[config.mk]
export PLATFORM = sky130hd
export DESIGN_NAME = cdc_test_sequencer
export DESIGN_NICKNAME = d
export VERILOG_FILES = /design/src/rtl/cdc_test_sequencer_pkg.sv /design/src/rtl/cdc_test_sequencer_hs_timer.sv /design/src/rtl/cdc_test_sequencer.sv
export SDC_FILE = /design/constraint.sdc
export NUM_CORES = 1
export LEC_CHECK = 0
export ABC_AREA = 1
export BUFFER_PORTS_ARGS = -buffer_cell sky130_fd_sc_hd__buf_2
export CORE_MARGIN = 2
export CORE_UTILIZATION = 55
export DETAILED_ROUTE_END_ITERATION = 16
export GPL_TIMING_DRIVEN = 1
export PLACE_DENSITY = 0.78
export SYNTH_ARGS = -nofsm -noshare
export SYNTH_HDL_FRONTEND = slang
export SYNTH_HIERARCHICAL = 1
export SYNTH_SLANG_ARGS = --single-unit
[constraint.sdc]
create_clock -name clk -period 3.7 [get_ports clk]
set_input_delay 0.74 -clock clk [delete_from_list [all_inputs] [get_ports clk]]
set_output_delay 0.74 -clock clk [all_outputs]
set_load 0.02 [all_outputs]
[src/rtl/cdc_test_sequencer_pkg.sv]
// Shared definitions for the CDC test sequencer.
// Holds the sequencer state encoding, the word width sent to the receiver
// and the width of the word/error/phase counters, plus a saturating
// increment helper for the error counter.
package cdc_test_sequencer_pkg;

  localparam int DATA_W = 4;
  localparam int CNT_W  = 8;

  typedef enum logic [1:0] {
    ST_IDLE    = 2'd0,
    ST_SEND    = 2'd1,
    ST_RELEASE = 2'd2,
    ST_FINISH  = 2'd3
  } state_t;

  function automatic logic [CNT_W-1:0] sat_inc(input logic [CNT_W-1:0] value);
    return (value == {CNT_W{1'b1}}) ? value : value + 1'b1;
  endfunction

endpackage

[src/rtl/cdc_test_sequencer_hs_timer.sv]
// hs_timer: per-phase handshake watchdog.
// Ports:
//   clk     - system clock
//   rst     - synchronous active-high reset
//   clear   - restart the phase (count back to zero)
//   enable  - count this cycle
//   expired - count has reached TIMEOUT
module hs_timer
  import cdc_test_sequencer_pkg::*;
#(
  parameter int TIMEOUT = 255
) (
  input  logic clk,
  input  logic rst,
  input  logic clear,
  input  logic enable,
  output logic expired
);

  logic [CNT_W-1:0] count;

  // The count parks at TIMEOUT; the sequencer clears it when it aborts.
  always_ff @(posedge clk) begin
    if (rst || clear) begin
      count <= '0;
    end else if (enable && !expired) begin
      count <= count + 1'b1;
    end
  end

  assign expired = (count == CNT_W'(TIMEOUT));

endmodule

[src/rtl/cdc_test_sequencer.sv]
// cdc_test_sequencer: drives a counting word stream across a 4-phase
// req/ack handshake and tallies receiver mismatches during the run.
// Ports:
//   clk      - system clock
//   rst      - synchronous active-high reset, overrides everything
//   start    - one-cycle pulse that starts a run (ignored while busy)
//   req      - 4-phase request toward the sender path
//   data     - word presented with req (counts 1,2,... modulo 16)
//   ack      - 4-phase acknowledge, already synchronized
//   failure  - receiver mismatch flag, counted while busy
//   busy     - run in progress
//   done     - one-cycle pulse at end of run
//   err_cnt  - saturating count of failure cycles in the current run
//   timeout  - sticky: the run aborted on a handshake timeout
//
// state      | meaning
// -----------+--------------------------------------------------------
// ST_IDLE    | waiting for start; err_cnt/timeout hold last run result
// ST_SEND    | req high, data stable, waiting for ack high
// ST_RELEASE | req low, waiting for ack low
// ST_FINISH  | done pulse, back to idle next cycle
module cdc_test_sequencer
  import cdc_test_sequencer_pkg::*;
#(
  parameter int N_WORDS = 16,
  parameter int TIMEOUT = 255
) (
  input  logic              clk,
  input  logic              rst,
  input  logic              start,
  output logic              req,
  output logic [DATA_W-1:0] data,
  input  logic              ack,
  input  logic              failure,
  output logic              busy,
  output logic              done,
  output logic [CNT_W-1:0]  err_cnt,
  output logic              timeout
);

  state_t           state;
  logic [CNT_W-1:0] word_cnt;
  logic             timer_clear;
  logic             timer_en;
  logic             timer_expired;

  // The timer restarts whenever the handshake phase is about to change,
  // so each SEND/RELEASE visit gets its own TIMEOUT budget.
  always_comb begin
    timer_clear = 1'b1;
    case (state)
      ST_SEND:    timer_clear = ack || timer_expired;
      ST_RELEASE: timer_clear = !ack || timer_expired;
      default:    timer_clear = 1'b1;
    endcase
  end

  assign timer_en = (state == ST_SEND) || (state == ST_RELEASE);

  hs_timer #(
    .TIMEOUT (TIMEOUT)
  ) u_hs_timer (
    .clk     (clk),
    .rst     (rst),
    .clear   (timer_clear),
    .enable  (timer_en),
    .expired (timer_expired)
  );

  always_ff @(posedge clk) begin
    if (rst) begin
      state    <= ST_IDLE;
      req      <= 1'b0;
      data     <= '0;
      busy     <= 1'b0;
      done     <= 1'b0;
      err_cnt  <= '0;
      timeout  <= 1'b0;
      word_cnt <= '0;
    end else begin
      if (state != ST_IDLE && failure) begin
        err_cnt <= sat_inc(err_cnt);
      end

      case (state)
        ST_IDLE: begin
          if (start) begin
            state    <= ST_SEND;
            req      <= 1'b1;
            busy     <= 1'b1;
            data     <= DATA_W'(1);
            word_cnt <= '0;
            err_cnt  <= '0;
            timeout  <= 1'b0;
          end
        end

        // Expiry is tested before ack so a late ack cannot rescue the phase.
        ST_SEND: begin
          if (timer_expired) begin
            state   <= ST_FINISH;
            req     <= 1'b0;
            done    <= 1'b1;
            timeout <= 1'b1;
          end else if (ack) begin
            state    <= ST_RELEASE;
            req      <= 1'b0;
            word_cnt <= word_cnt + 1'b1;
          end
        end

        ST_RELEASE: begin
          if (timer_expired) begin
            state   <= ST_FINISH;
            done    <= 1'b1;
            timeout <= 1'b1;
          end else if (!ack) begin
            if (word_cnt == CNT_W'(N_WORDS)) begin
              state <= ST_FINISH;
              done  <= 1'b1;
            end else begin
              state <= ST_SEND;
              req   <= 1'b1;
              data  <= data + 1'b1;
            end
          end
        end

        ST_FINISH: begin
          state <= ST_IDLE;
          done  <= 1'b0;
          busy  <= 1'b0;
        end

        default: begin
          state <= ST_IDLE;
          req   <= 1'b0;
          done  <= 1'b0;
          busy  <= 1'b0;
        end
      endcase
    end
  end

endmodule

## Word level (Yosys, flattened, before mapping)

Cells that the tools add are included.

| operators by class | value |
|---|---|
| reductions and logical operators | 24 |
| mux-type cells | 36 |
| add/subtract/negate cells | 4 |
| eq/ne operators | 17 |

Operators with widths:

| kind | count |
|---|---|
| $mux 8 | 7 |
| $add 8x1->8 const B | 3 |
| $eq 8x8->1 const B | 2 |
| $mux 4 | 4 |
| $pmux 8 s2 | 1 |
| $ne 2x2->1 const B | 7 |
| $mux 2 | 6 |
| $mux 1 | 11 |
| $reduce_bool 2->1 | 5 |
| $eq 8x5->1 const B | 1 |
| $pmux 2 s4 | 1 |
| $pmux 4 s2 | 1 |
| $reduce_and 4->1 | 2 |
| $ne 3x3->1 const B | 2 |
| $pmux 1 s2 | 3 |
| $pmux 1 s3 | 2 |
| $reduce_and 3->1 | 2 |
| $reduce_and 6->1 | 1 |
| $reduce_bool 3->1 | 2 |
| $reduce_and 5->1 | 1 |
| $add 4x1->4 const B | 1 |
| $eq 2x2->1 const B | 2 |
| $logic_or 1x1->1 | 4 |
| $ne 3x2->1 const B | 1 |
| 7 further kinds | 9 |

| word-level totals | value |
|---|---|
| word-level logic and storage cells | 90 |
| register bits | 34 |
| input port bits | 5 |
| output and inout port bits | 16 |

## Depth between registers and ports, before layout

Gate-level depths: netlist of the first run.

| depth | value |
|---|---|
| word-level depth | 5 |
| mapped depth | 15 |
| depth with buffers taken out | 14 |

## Hierarchy

The synthesis of the first run kept the hierarchy.

Modules (own cells, without submodules):

| module | times used | seq. area each (um^2) | cells an instance | area each (um^2) |
|---|---|---|---|---|
| cdc_test_sequencer | 1 | 520.5 | 241 | 1574.0 |
| hs_timer | 1 | 160.2 | 72 | 456.7 |

## Worst setup path after synthesis of the first run

No wires, ideal clock.

| path | value |
|---|---|
| path kind | reg2reg |
| start | register state[0] |
| end | register u_hs_timer.count[4] |
| stages on the path, launching flop included | 8 |
| required time | 3.635 ns |
| arrival time | 1.795 ns |
| clock period less this slack | 1.860 ns |
| path buffers | 0 |
| path slack | 1.840 ns |
| cells stage by stage | dfxtp_1 -> inv_1 -> ha_1 -> ha_1 -> or2_2 -> nor2_1 -> o21ai_0 -> nor2_1 |

| between the ends | value |
|---|---|
| longest elaborated chain between the ends | 3 |
| elaborated cells between the ends (all ways) | 6 |
| those cells by class | 2 x eq/ne; 1 x mux; 3 x reduce/logical |

RTL lines:

| what | line | RTL |
|---|---|---|
| from (decl) | cdc_test_sequencer.sv:41 | `state_t state;` |
| from (signal assigned) | cdc_test_sequencer.sv:72 | `state <= ST_IDLE;` |
| from (signal assigned) | cdc_test_sequencer.sv:88 | `state <= ST_SEND;` |
| from (signal assigned) | cdc_test_sequencer.sv:101 | `state <= ST_FINISH;` |
| $eq 2x2->1 or $eq 2x1->1 (tied branches) | cdc_test_sequencer.sv:51 | `case (state)` |
| $pmux 1 s2 (*) | cdc_test_sequencer.sv:51 |  |
| named net timer_clear | cdc_test_sequencer.sv:43 | `logic timer_clear;` |
| $logic_or 1x1->1 (*) | cdc_test_sequencer_hs_timer.sv:24 | `if (rst \|\| clear) begin` |
| to (signal assigned) | cdc_test_sequencer_hs_timer.sv:27 | `count <= count + 1'b1;` |
| to (decl) | cdc_test_sequencer_hs_timer.sv:20 | `logic [CNT_W-1:0] count;` |

Mark *: on every way through the listed nets, which the timed path passes. The rest lies on a longest branch.
A chain may end at the register's enable or synchronous reset.

## Worst setup path after layout of the first run

| path | value |
|---|---|
| start | register u_hs_timer.count[0] |
| end | register u_hs_timer.count[4] |

| between the ends | value |
|---|---|
| longest elaborated chain between the ends | 4 |
| elaborated cells between the ends (all ways) | 8 |
| those cells by class | 1 x add/sub; 1 x eq/ne; 1 x mux; 5 x reduce/logical |

RTL lines:

| what | line | RTL |
|---|---|---|
| $eq 8x8->1 (*) | cdc_test_sequencer_hs_timer.sv:31 | `assign expired = (count == CNT_W'(TIMEOUT));` |
| named net timer_expired | cdc_test_sequencer.sv:45 | `logic timer_expired;` |
| $logic_or 1x1->1, on equally long branches | cdc_test_sequencer.sv:53, cdc_test_sequencer.sv:52 |  |
| $pmux 1 s2 (*) | cdc_test_sequencer.sv:51 |  |
| named net timer_clear | cdc_test_sequencer.sv:43 |  |
| $logic_or 1x1->1 (*) | cdc_test_sequencer_hs_timer.sv:24 |  |

Marks and branches as above.

==> results.md, run 1 <==
Yosys:
- The synthesized instance count is 313.
- Yosys instantiated no cell more often than sky130_fd_sc_hd__nand2_1.
- In the synthesized netlist, mux cells make up 0% of the area.
- The share of flip-flops with an asynchronous set or reset is 0%.
- The post-synth net total is roughly 330.
- In the synthesized netlist the dominant register cell turns out to be sky130_fd_sc_hd__dfxtp_1.
- The dominant combinational cell family by area after synthesis is simple AND/OR/NAND/NOR gates.
- The average cell area after synthesis is approximately 6.5 µm².
- The synthesized netlist occupies a cell area of between 0.002 and 0.0025 mm².
- Sorting the synthesized cells by area gives the leading types as sky130_fd_sc_hd__dfxtp_1 34%, sky130_fd_sc_hd__nand2_1 15%, sky130_fd_sc_hd__nor2_1 9.2%.
- The commonest cells after synthesis are 83 x sky130_fd_sc_hd__nand2_1, 50 x sky130_fd_sc_hd__nor2_1, 39 x sky130_fd_sc_hd__inv_1, 34 x sky130_fd_sc_hd__dfxtp_1, 24 x sky130_fd_sc_hd__a21oi_1.
- The total of warnings raised by yosys is 6.
- Of the post-synthesis cell area, the dominant cell type holds between 30% and 40%.
- The fraction of the mapped netlist area in adder cells is ~6.8%.
- The part of the Yosys area used for sequential elements is 33.5%.
- The number of unique standard cell types used by synthesis is 29.
- The number of enable-type register cells in the synthesized netlist is 0.
- The synthesized netlist devotes under 10% of its cell area to XOR and XNOR gates.
- The synthesized netlist devotes around a tenth of its cell area to compound gates.
- Of all cell types, the one taking the most synthesized area is sky130_fd_sc_hd__dfxtp_1.
- After synthesis the netlist holds a flip-flop and latch count of 34.
- The post-synthesis simple-gate area fraction is between 30% and 40%.

Routing:
- The detailed-route wire length is 3.97 mm.
- The average via count per standard cell is ~5.0.
- The count of nets left with antenna violations once routing finished came out at 0.
- The detail-routed net length per standard cell is 10.3 µm.
- The number of remaining DRC errors is 0.
- The total number of vias is between 1500 and 2000.
- The total iterations of the first detailed-routing run is 4.
- The violation count after the first detailed-routing iteration is around 120.

Power:
- The analysis attributes to cell leakage a power of between 1 and 1.5 nW.
- The combinational power share is 44.8%.
- The part of the total power dissipated in sequential elements is 34.0%.
- The power density normalized to cell area is just over 600 mW/mm².
- Summed over all nets, the switching power comes to just over 0.6 mW.
- The proportion of power drawn by the clock network is a little over a fifth.
- The worst-case IR drop observed on VDD is between 200 and 300 µV.
- The net switching fraction of the power is between 40% and 50%.
- The internal power is about 0.78 mW.

Critical path:
- Together, buffers and inverters on the worst path number 2.
- The critical path data arrival time is about 2.6 ns.
- The startpoint identified for the worst register-to-register timing path is u_hs_timer/count[0].
- In this run the worst path has a maximum fanout of 11.
- The worst register-to-register path ends at u_hs_timer/count[4].
- On the critical path the largest part of the delay comes from simple AND/OR/NAND/NOR gates.
- STA classifies the critical path startpoint as a flip-flop.
- The critical path crosses 11 cells after its start point.
- The worst reg-to-reg path cell count is 11.
- The worst setup path is captured at a flip-flop.
- The biggest cell delay along the critical path is 0.40 ns.
- The signal on the critical path passes through ha_1 > nand2_1 > nor2_1 > nand2_1 > inv_1 > inv_1 > nand2_1 > or2_2 > nor2_1 > o21ai_0 > nor2_1.
- The setup path with the least slack is of type reg -> reg.
- At the worst endpoint, the required time is about 3.9 ns.
- The largest individual stage delay along the critical path comes from the cell sky130_fd_sc_hd__nor2_1.
- Setup slack on the worst reg-to-reg path comes out at 1.36 ns.

Timing:
- Setup violations remaining at the end of the flow were counted as 0.
- The worst hold margin is between 0.4 and 0.5 ns.
- The ratio of final minimum period to clock period is 63.4%.
- The final total negative setup slack is 0 ns.
- The number of max-slew violations in the final report is 0.
- In this run the tightest slew margin relative to its limit is about two thirds.
- The maximum clock frequency is 427 MHz.
- The count of endpoints failing hold in the final timing report was 0.
- After layout, the minimum clock period comes to 2.34 ns.
- Between clock sinks in the finished design, the worst skew comes to ~0.0086 ns.
- For the pin with the worst max-slew slack, the measured transition is around 0.48 ns.
- Setup repair after global routing left no endpoint under its margin.

Final layout:
- The number of nets in the layout is about 350.
- The layout has roughly 350 filler cells.
- The synthesis-to-finish area growth is 10.9%.
- 0 antenna diodes ended up in the layout.
- The share of post-route cells with drive strength above 1 is approximately an eighth.

Floorplanning:
- The initial utilization of the core area, before any placement, comes to 56.3%.
- The core area is 0.00361 mm².
- The floorplan step set the die height to between 60 and 70 µm.
- For this design the top-level I/O count stands at 21.
- The floorplan step defined a die boundary enclosing between 0.004 and 0.005 mm².
- The width of the die is 64.8 µm.
- The row count is 22.

Global routing:
- The via count of the first global-routing pass is ~1700.
- The pin count of the biggest net entering global routing is 14.
- The first-pass GRT wire length is a little under 7 mm.
- The overall routing resource usage is between 20% and 30%.
- The initial antenna violation count is 0.
- The global-route congestion overflow total is 0.

CTS:
- Post-CTS repair changed the size of 0 cells.
- The deepest clock path buffer count is 2.
- The cell sitting at the root of the clock tree is a sky130_fd_sc_hd__clkbuf_8.
- The number of clock sinks is 34.
- In this run, CTS created clock tree buffers numbering 5.
- The clock reaches the later pin of the worst-skew pair after around 0.30 ns.
- After clock tree synthesis, the clock-pin slew on the worst setup and hold paths is approximately 0.070 ns.
- TritonCTS built the clock tree.
- The post-CTS setup buffer count is 0.
- The quantity of hold-fixing buffers added after cts is 0.
- The H-tree generated during clock tree synthesis spans 2 levels.

Place:
- The last weighted congestion value of the routability-driven placer is between 0.8 and 0.9.
- The count of buffers from port buffering is 20.
- Summed over all nets, the half-perimeter wirelength after detailed placement is approximately 2.9 mm.

Flow run:
- The total of max-cap violations is 0.

Run status:
- The run finished with clean final reports.

Worst hold path:
- The beginning of the worst hold path is word_cnt[7].
- The worst hold path terminates at word_cnt[7].
- The tightest min-delay check is of the reg -> reg type.
- The worst hold path cell count is 2.
## registers in the layout (all words and copies together) (netlist names)
| signal | cells |
|---|---|
| err_cnt | 8 |
| data | 4 |
| done | 1 |
| req | 1 |
| timeout | 1 |
| u_hs_timer/count | 8 |
| state | 2 |
| word_cnt | 8 |
| busy | 1 |
## worst max-delay path by stage
stage                             start                  end  slack, ns
floorplan                      state[0]  u_hs_timer/count[4]       1.84
global placement    u_hs_timer/count[0]  u_hs_timer/count[4]       1.47
detailed placement  u_hs_timer/count[0]  u_hs_timer/count[4]       1.36
CTS                 u_hs_timer/count[0]  u_hs_timer/count[4]       1.36
global route        u_hs_timer/count[0]  u_hs_timer/count[4]       1.10
finish              u_hs_timer/count[0]  u_hs_timer/count[4]       1.36
## logic make-up after synthesis
logic type / Yosys count
fa+ha+maj: 11
simple gates: 179
xor+xnor: 3
buf+inv: 46
compound gates: 40
flops: 34
## final cells by class
cell class | instances | area (µm²) | area share, %
clock buffers | 6 | 82.6 | 3.67
inverters | 42 | 159 | 7.06
clock inverters | 2 | 12.5 | 0.556
multi-input cells | 233 | 1160 | 51.4
well taps | 48 | 60.1 | 2.67
repair buffers | 20 | 100 | 4.44
flip-flops and latches | 34 | 681 | 30.2
## power by group through the flow
stage / Sequential [mW] / Combinational (mW) / Clock, mW
floorplan: 0.521 / 0.460 / 0
global placement: 0.480 / 0.612 / 0
detailed placement: 0.481 / 0.617 / 0
CTS: 0.473 / 0.621 / 0.304
global route: 0.483 / 0.707 / 0.319
finish: 0.473 / 0.623 / 0.295
## tightest hold or removal path: stages (launching register included)
cell	delay, ns
sky130_fd_sc_hd__dfxtp_1	0.32
sky130_fd_sc_hd__nand2_1	0.06
sky130_fd_sc_hd__a21oi_1	0.05
## cell usage in the layout (no fill, tap or decap), types with 2 or more instances in the layout
master,instances
sky130_fd_sc_hd__buf_2,20
sky130_fd_sc_hd__nor3_1,4
sky130_fd_sc_hd__nand4_1,8
sky130_fd_sc_hd__clkbuf_8,6
sky130_fd_sc_hd__or2_2,2
sky130_fd_sc_hd__xor2_1,3
sky130_fd_sc_hd__ha_1,11
sky130_fd_sc_hd__o21ai_0,12
sky130_fd_sc_hd__nand2_1,83
sky130_fd_sc_hd__inv_1,39
sky130_fd_sc_hd__nor2_2,2
sky130_fd_sc_hd__dfxtp_1,34
sky130_fd_sc_hd__clkinv_2,2
sky130_fd_sc_hd__nand3b_2,2
sky130_fd_sc_hd__nand3_1,20
sky130_fd_sc_hd__nand2_2,3
sky130_fd_sc_hd__nor2_1,50
sky130_fd_sc_hd__inv_2,2
sky130_fd_sc_hd__a21oi_1,24
## metrics by stage
stage	setup WS [ns]	instance area, µm²	power, mW	utilization (%)	std cells
after detailed placement	1.36	2160	1.10	59.8	377
after CTS	1.36	2250	1.40	62.5	385
after floorplan	1.84	2030	0.981	-	313
after global placement	1.47	2160	1.09	59.8	377
final	1.36	2250	1.39	62.5	385
after global routing	1.10	2250	1.51	62.5	385
## layer usage
layer	GRT usage (%)	up-vias	routed length (µm)
met4	8.51	0	68
li1	-	1040	-
met1	26.9	833	2010
met5	0	-	0
met3	4.51	8	149
met2	33.6	34	1740
Note: power is estimated with default switching activity, not from simulation.
==> inputs of run 2 (changes only) <==
clock period = 2.45 ns   (was 3.7 ns; I/O delays follow)
==> run 2 against run 1 <==
Effect of this change: sequential cell count stayed put; count of clock-buffer cells in the layout is 1 higher; clock power is 43% higher; clock skew is 0.0075 ns lower; wire length is 1.1% higher; via count is 0.73% higher; first-iteration DRC count is 9.2% lower; fmax is 10% higher; critical path depth is 4 lower; register-to-register slack worse by 1.0 ns; highest routed layer unchanged.
==> results.md, run 2 (synthesis gave the netlist of run 1 again) <==
Run status:
- The flow ran to the end, and the final reports show no timing, DRC or antenna violations.

Critical path:
- The largest fanout on the critical path is 7 (-4).
- The worst reg-to-reg path cell count is 7 (-4).
- The critical path in this run is classified as reg -> reg.
- The cell family contributing the most delay on the critical path is simple AND/OR/NAND/NOR gates.
- The biggest cell delay along the critical path is 0.41 ns (about the same).
- The worst setup path is captured at a flip-flop.
- The critical path data arrival time was 2.35 ns (-0.23 ns).
- The worst path required time came to 2.67 ns (-1.26 ns).
- Traced cell by cell, the critical path runs through inv_1 > ha_1 > ha_1 > or2_2 > nor2_1 > o21ai_0 > nor2_1.
- The total buffers and inverters traversed by the critical path is 1 (-1).
- The worst setup path is launched from a flip-flop.
- The count of cell instances traversed by the critical path is 7 (-4).
- For this design, the slowest cell found on the critical path is sky130_fd_sc_hd__dfxtp_1.

Floorplanning:
- The number of top-level pins is 21 (unchanged).
- The row count is 22 (unchanged).
- The die footprint is 0.00419 mm² (unchanged).
- The width of the die is 64.8 µm (unchanged).
- The vertical extent of the die is 64.8 µm (unchanged).
- The starting utilization of the core area was 56.3% (unchanged).
- The core area is 0.00361 mm² (unchanged).

CTS:
- The number of H-tree branching levels is 2 (unchanged).
- The number of CTS-inserted buffers is 5 (unchanged).
- The number of clock sinks is 34 (unchanged).
- The number of gates given a new drive strength after cts is 0 (unchanged).
- The CTS root buffer is sky130_fd_sc_hd__clkbuf_8.
- The post-CTS setup buffer count is 0 (unchanged).
- The deepest clock path buffer count is 2 (unchanged).
- TritonCTS built the clock tree.
- The insertion delay of the later-clocked pin in the worst-skew pair is 0.28 ns (-0.02 ns).
- The quantity of hold-fixing buffers added after cts is 0 (unchanged).
- The clock input transition at the sequential cells of the worst setup and hold paths is 0.07 ns (about the same).

Timing:
- The worst hold margin came to 0.486 ns (+0.00351 ns).
- The slew at the pin with the worst max-slew slack is 0.458 ns (-0.0175 ns).
- The worst clock skew on the final layout came to 0.00109 ns (-0.00750 ns).
- The post-route minimum period is 2.13 ns (-0.216 ns).
- The number of max-slew violations in the final report is 0 (unchanged).
- The count of endpoints failing hold in the final timing report is 0 (unchanged).
- Setup repair after global routing left no endpoint under its margin.
- The worst setup margin was 0.322 ns (-1.03 ns).
- The worst max-slew margin expressed relative to the limit is 69.3% (+1.2 points).
- The final total negative setup slack is 0 ns (unchanged).
- The ratio of final minimum period to clock period was 86.9% (+23 points).
- The final setup violation count is 0 (unchanged).
- The maximum clock frequency is 470 MHz (+10%).

Routing:
- The count of antenna-violating nets left after detailed routing is 0 (unchanged).
- The number of remaining DRC errors is 0 (unchanged).
- The top metal layer carrying routed signals is met4.
- The detailed-route wire length is 4.01 mm (+1.1%).
- The detailed-routing wirelength on met1 is 1.93 mm (-3.8%).
- The average via count per standard cell is 4.98 (+0.21%).
- The total number of vias came to 1929 (+0.73%).
- The met2 wire length came to 1.87 mm (+7.1%).
- The violation count after the first detailed-routing iteration was 108 (-9.2%).
- The sum of met3 wire segment lengths after detailed routing is 153 µm (+2.7%).
- The total iterations of the first detailed-routing run is 7 (+3).
- The detail-routed net length per standard cell is 10.4 µm (+0.61%).

Power:
- The power dissipated by switching net loads is 0.911 mW (+48%).
- The power density normalized to cell area was 926 mW/mm² (+50%).
- The peak supply drop came to 492 µV (+82%).
- The static leakage power is 1.03 nW (+1.0%).
- The internal power came to 1.19 mW (+53%).
- The proportion of power drawn by the clock network is 20.2% (-1.0 points).
- The net switching fraction of the power is 43.4% (-0.78 points).
- The combinational power share came to 45.6% (+0.8 points).
- The part of the total power dissipated in sequential elements is 34.2% (+0.2 points).
- The total power consumption of the routed design came to 2.10 mW (+51%).

Final layout:
- The most frequent standard cell in the layout excluding fill and tap cells is sky130_fd_sc_hd__nand2_1.
- The number of nets in the layout was 354 (+0.57%).
- The post-route core utilization came to 62.8% (+0.31 points).
- The synthesis-to-finish area growth is 11.5%.
- The number of diodes added for antenna fixing was 0 (unchanged).
- The largest registers in the layout are err_cnt x8, u_hs_timer/count x8, word_cnt x8.
- The final standard cell area without fillers came to 0.00226 mm² (+0.50%).
- The number of standard cells in the final layout excluding fillers is 387 (+0.52%).
- The share of post-route cells with drive strength above 1 came to 13.3% (+0.22 points).
- The top cell types in the final layout, fill and taps aside, are 83 x sky130_fd_sc_hd__nand2_1, 50 x sky130_fd_sc_hd__nor2_1, 39 x sky130_fd_sc_hd__inv_1, 34 x sky130_fd_sc_hd__dfxtp_1, 24 x sky130_fd_sc_hd__a21oi_1.

Global routing:
- The pin count of the biggest net entering global routing is 14 (unchanged).
- The global-route congestion overflow total is 0 (unchanged).
- The via count of the first global-routing pass is 1667 (+0.12%).
- The first-pass GRT wire length came to 7.06 mm (+1.6%).
- The overall routing resource usage came to 21.4% (+0.60 points).
- The initial antenna violation count was 0 (unchanged).

Flow run:
- The total of max-cap violations was 0 (unchanged).

Place:
- The cell count after placement came to 379 (+0.53%).
- The minimum setup slack after placement is 0.316 ns (-1.05 ns).
- The last weighted congestion value of the routability-driven placer is 0.832 (-4.7%).
- The post-placement cell area is 0.00217 mm² (+0.70%).
- The HPWL after detailed placement is 2.97 mm (+2.9%).
- The count of buffers from port buffering is 20 (unchanged).

Worst hold path:
- The path class of the tightest hold or removal check is reg -> reg.
- The worst hold path cell count is 2 (unchanged).
==> run 2: changes by cell type in the layout (fill, tap and decap cells not counted), sizes merged <==
cell	before	now
clkbuf	6	7
buf	20	22
clkinvlp	1	0
==> run 2: path summary, 6_finish.rpt <==
kind,start,endpoint,slack [ns]
setup reg to reg,state[0],u_hs_timer/count[4],0.32
hold reg to reg,req,req,0.49
hold / removal,req,req,0.49
setup / recovery,state[0],u_hs_timer/count[4],0.32
==> run 2: tightest hold or removal path, cell delays in order, from the launching register on <==
cell                      delay [ns]
sky130_fd_sc_hd__dfxtp_1        0.33
sky130_fd_sc_hd__a21oi_1        0.04
sky130_fd_sc_hd__nor2_1         0.08
==> run 2: routing by layer <==
metal  up-vias  GRT usage (%)
li1       1046              -
met1       847           27.6
met2        30           33.9
met4         0           9.04
met3         6           5.56
met5         -              0
==> run 2: area by class of cell <==
class / instances / area (µm²)
multi-input combinational: 233 / 1160
fill: 356 / 1340
clock inverter: 1 / 5.00
inverter: 42 / 159
tap: 48 / 60.1
timing repair buffer: 22 / 115
clock buffer: 7 / 86.3
sequential: 34 / 681
==> run 2: power by group through the flow <==
stage	clock network [mW]	logic [mW]	registers, mW
after global routing	0.466	1.09	0.730
after floorplan	0	0.695	0.786
after detailed placement	0	0.954	0.730
after global placement	0	0.936	0.725
after CTS	0.445	0.959	0.717
final	0.423	0.956	0.718
